<file path="src/rtl/mdio_initiator.sv">
// Clause 22 MDIO station-management master: serializes 64-bit read/write frames
// on MDC/MDIO and captures the PHY's turnaround/read data.
module mdio_initiator #(
  parameter int unsigned MDC_HALF = 2
) (
  input  logic        clk,
  input  logic        reset,
  input  logic        start,
  input  logic        op_write,
  input  logic [4:0]  phy_addr,
  input  logic [4:0]  reg_addr,
  input  logic [15:0] wr_data,
  output logic        mdc,
  output logic        mdio_out,
  output logic        mdio_oe,
  input  logic        mdio_in,
  output logic        busy,
  output logic        mdio_done,
  output logic [15:0] rd_data,
  output logic        rd_err
);

  typedef enum logic [2:0] {
    S_IDLE,
    S_PREAMBLE,
    S_HDR,
    S_TA,
    S_DATA,
    S_DONE
  } state_t;

  localparam logic [7:0] PH_LAST = 8'(MDC_HALF - 1);

  state_t      r_state;
  logic [5:0]  r_bit;
  logic [7:0]  r_ph;
  logic [62:0] r_frame;
  logic        r_wr;
  logic [15:0] r_shift;
  logic        r_err_cap;
  logic        r_mdc;
  logic        r_out;
  logic        r_oe;
  logic        r_busy;
  logic        r_done;
  logic [15:0] r_rd_data;
  logic        r_rd_err;

  logic       w_last_phase;
  logic [5:0] w_nbit;

  assign w_last_phase = (r_ph == PH_LAST);
  assign w_nbit       = r_bit + 6'd1;

  always_ff @(posedge clk) begin
    if (reset) begin
      r_state   <= S_IDLE;
      r_bit     <= '0;
      r_ph      <= '0;
      r_frame   <= '1;
      r_wr      <= 1'b0;
      r_shift   <= '0;
      r_err_cap <= 1'b0;
      r_mdc     <= 1'b0;
      r_out     <= 1'b1;
      r_oe      <= 1'b0;
      r_busy    <= 1'b0;
      r_done    <= 1'b0;
      r_rd_data <= '0;
      r_rd_err  <= 1'b0;
    end else begin
      r_done <= 1'b0;
      case (r_state)
        S_IDLE, S_DONE: begin
          r_state <= S_IDLE;
          if (start) begin
            // Whole frame is latched at launch; bit 0 (a preamble one) goes out now,
            // the remaining 63 bits shift out MSB first.
            r_frame <= {31'h7FFF_FFFF, 2'b01, (op_write ? 2'b01 : 2'b10), phy_addr, reg_addr,
                        (op_write ? 2'b10 : 2'b11), (op_write ? wr_data : 16'hFFFF)};
            r_wr    <= op_write;
            r_state <= S_PREAMBLE;
            r_bit   <= '0;
            r_ph    <= '0;
            r_mdc   <= 1'b0;
            r_out   <= 1'b1;
            r_oe    <= 1'b1;
            r_busy  <= 1'b1;
          end
        end
        default: begin
          if (!w_last_phase) begin
            r_ph <= r_ph + 8'd1;
          end else begin
            r_ph <= '0;
            if (!r_mdc) begin
              r_mdc <= 1'b1;
              if (!r_wr) begin
                if (r_bit == 6'd47)
                  r_err_cap <= mdio_in;
                else if (r_bit >= 6'd48)
                  r_shift <= {r_shift[14:0], mdio_in};
              end
            end else begin
              r_mdc <= 1'b0;
              if (r_bit == 6'd63) begin
                r_state  <= S_DONE;
                r_busy   <= 1'b0;
                r_done   <= 1'b1;
                r_oe     <= 1'b0;
                r_out    <= 1'b1;
                r_rd_err <= r_wr ? 1'b0 : r_err_cap;
                if (!r_wr)
                  r_rd_data <= r_shift;
              end else begin
                r_bit   <= w_nbit;
                r_out   <= r_frame[62];
                r_frame <= {r_frame[61:0], 1'b1};
                r_oe    <= r_wr || (w_nbit < 6'd46);
                if (w_nbit == 6'd32)
                  r_state <= S_HDR;
                else if (w_nbit == 6'd46)
                  r_state <= S_TA;
                else if (w_nbit == 6'd48)
                  r_state <= S_DATA;
              end
            end
          end
        end
      endcase
    end
  end

  assign mdc       = r_mdc;
  assign mdio_out  = r_out;
  assign mdio_oe   = r_oe;
  assign busy      = r_busy;
  assign mdio_done = r_done;
  assign rd_data   = r_rd_data;
  assign rd_err    = r_rd_err;

endmodule

</file>
<file path="config.mk">
export PLATFORM = sky130hd
export DESIGN_NAME = mdio_initiator
export DESIGN_NICKNAME = d
export VERILOG_FILES = /design/src/rtl/mdio_initiator.sv
export SDC_FILE = /design/constraint.sdc
export NUM_CORES = 1
export LEC_CHECK = 0
export BUFFER_PORTS_ARGS = -buffer_cell sky130_fd_sc_hd__buf_2
export CAP_MARGIN = 20
export CORE_MARGIN = 2
export CORE_UTILIZATION = 40
export DETAILED_ROUTE_END_ITERATION = 7
export GPL_ROUTABILITY_DRIVEN = 0
export GPL_TIMING_DRIVEN = 0
export PLACE_DENSITY = 0.6
export SLEW_MARGIN = 20
export SYNTH_ARGS = -nofsm -noshare
export SYNTH_HDL_FRONTEND = slang
export SYNTH_SLANG_ARGS = --single-unit
</file>
<file path="constraint.sdc">
create_clock -name clk -period 5.2 [get_ports clk]
set_input_delay 0.52 -clock clk [delete_from_list [all_inputs] [get_ports clk]]
set_output_delay 0.52 -clock clk [all_outputs]
set_load 0.03 [all_outputs]
</file>
==> results.md <==
- First-pass GRT wire length: roughly 19,000 um
- GRT Total Usage: 0.180
- Syn Nets: 634
- Setup crit start kind: flip-flop
- Sequential Power Share: 0.425
- Area leader, netlist: dfxtp_1
- Core region area: 12,000 um^2
- DRC: 0
- Hpwl dp: slightly below 8000 um
- Clk_lat worst skew: 0.40 ns
- Final period utilization: 0.477
- Post-Place Cells: 797
- Worst vdd ir: approximately 0.23 mV
- Initial Util: 0.409
- GR Util met3: 0.0485
- Clock buffer depth: 2
- I/O Buffers: 51
- Clock network power share: 0.510
- Fmax: just over 400 MHz
- Most numerous cell in the Yosys netlist: nand2_1
- Ys Warns: 0
- Setup-failing EPs final: 0
- NumNets Final: 704
- WHS: 0.372 ns
- Maxcap violations: 0
- Worst-margin pin slew: 0.547 ns
- CTS tree: built
- Distinct cell type count after synthesis: 54
- CTS root buf: clkbuf_16
- Cell area after layout: 5930 um^2
- Dpl ws: 2.71 ns
- Die width: 115 um
- Vias per inst: 5.29
- Final hold vios: 0
- P per Cell Area: around 380 nW/um^2
- Synth Flop Type: dfxtp_1
- Initial antenna violation count: 0
- Register-to-Register Setup Slack: ~2.7 ns
- GRT overflow: 0
- RSZ-0062 raised after global routing: no
- Max-slew violation count: 0
- Tmin final: 2.48 ns
- Worst hold path class: primary input to flip-flop
- Num CTS Buffers: 17
- Die area: 13,200 um^2
- Fillers: around 1,200
- Ranking of synthesized cells by area: dfxtp_1 (49%), nand2_1 (12%), a21oi_1 (5.1%)
- Share of async-settable or async-resettable flops after synthesis: 0
- Final wirelength: about 11,000 um
- Share of cells above drive strength 1: 0.153
- Arr. time, crit path: roughly 2.8 ns
- Setup Buffers After CTS: 0
- Global routing's busiest layer: met2
- Crit. End Element: flip-flop
- CTS clk-pin slew, worst paths: 0.05 ns
- Drt pass-1 iters: 4
- Cell Rows: 40
- Worst clock skew: 0.00524 ns
- Vias: ~4,400
- Setup Total Neg Slack: 0 ns
- # diodes: 0
- Fin cells: 825
- Leakage power: 0.00225 uW
- CTS-repair resized insts: 0
- Post-synth EDFFs: 0
- Critical Path RT: 5.47 ns
- Grt met1 use: 0.238
- Sw Ratio: 0.219
- CTS hold repair buffers: 0
- Synth top cells by count: nand2_1 (151), dfxtp_1 (120), a21oi_1 (50)
- Internal power: 1760 uW
- Synth Register Bits: 120
- M2 GR Usage: 0.284
- Combinational Power Share: 0.064
- Chip Height: 115 um
- Run status: finished clean
- Vias in the first global route: 4,108
- Syn Inst Count: 599
- Area growth syn-to-layout: 20.8%
- Worst slew margin: 0.636
- Syn Area/Cell: 8.19 um^2
- Area after DPL: 5350 um^2
- Final setup margin: 2.72 ns
- Boundary pin count: 53
- Setup Crit Path Kind: flip-flop to flip-flop
- ANT nets after route: 0
- # clock sinks: 120
- Sequential cell area fraction in the yosys report: 0.489
- Mapped cell area: 4910 um^2
- Area share of the largest cell type after synthesis: 0.489
- Starting DRT DRC Count: 260
- Avg WL per Cell: 13.5 um
- Largest net degree at the start of global routing: 17
- Crit-path max FO: 10
- H-tree Lvls: 4
- Sw Pwr: 493 uW
kinds of logic after synthesis:
kind of cell	after synthesis	share of synthesized area
XOR/XNOR	6	0.0107
flip-flops	120	0.489
AO/OA/AOI/OAI	147	0.187
AND/OR/NAND/NOR	270	0.256
buffers and inverters	50	0.0423
multiplexers	2	0.00408
adder cells (fa/ha/maj)	4	0.0102
path summary, 6_finish.rpt:
kind                            cells past startpoint       start    endpoint
worst max-delay path                                8     r_ph[0]    r_bit[2]
worst min register to register                      2  rd_data[2]  rd_data[2]
worst max register to register                      8     r_ph[0]    r_bit[2]
worst min-delay path                                3     mdio_in  r_shift[0]
registers in the layout, indices dropped and copies added, names as in the netlist:
name / flops
r_err_cap: 1
r_state: 3
rd_data: 16
r_ph: 8
busy: 1
mdio_oe: 1
mdio_out: 1
rd_err: 1
mdio_done: 1
r_shift: 16
r_frame: 63
r_bit: 6
r_wr: 1
mdc: 1
layer usage:
layer	share of wire	wire [um]
met1	0.50	5500
met2	0.45	5010
met3	0.039	429
met4	0.015	163
met5	0	0
worst max-delay path, stage by stage (launching register included):
cell and delay [ns]:
dfxtp_1 0.39, ha_1 0.17, nor4b_4 0.27, o2111ai_2 0.30, o21ai_2 0.49, clkbuf_1 0.40
o21ai_0 0.17, nand2_1 0.10, a21oi_1 0.06
placed cells by master (no fill, tap or decap), types with 3 or more instances in the layout:
cell,count
o22ai_1,34
buf_2,59
ha_1,4
a221o_1,3
nor2_2,3
o211ai_1,16
nand3_1,26
nor3b_1,5
clkinvlp_4,3
nor2_1,34
xnor2_1,5
nand3b_1,17
o21ai_0,19
nor3_1,3
clkinv_2,3
clkbuf_1,30
nand4b_1,3
dfxtp_1,120
clkbuf_16,17
nand2_1,151
inv_1,6
a21oi_1,50
bufinv_16,3
and3_1,17
power by group through the flow:
stage / clock [uW] / sequential (uW) / combinational, uW
after floorplan: 0 / 977 / 98.9
after global placement: 0 / 977 / 142
after detailed placement: 0 / 977 / 146
after CTS: 1170 / 958 / 146
after global routing: 1210 / 961 / 164
final: 1150 / 959 / 145
final cells by class:
class,count,area (um^2),share of cell area
buffer,43,181,0.0306
clock buffer,19,453,0.0764
clock inverter,9,128,0.0215
inverter,7,26.3,0.00443
multi-input combinational,429,2300,0.388
sequential,120,2400,0.405
tap,147,184,0.0310
timing repair buffer,51,255,0.0431
stage by stage:
stage	power (uW)	util
after floorplan	1080	-
after global placement	1120	0.445
after detailed placement	1120	0.445
after CTS	2280	0.494
after global routing	2340	0.494
final	2250	0.494
Power figures use the tool's default switching activity.
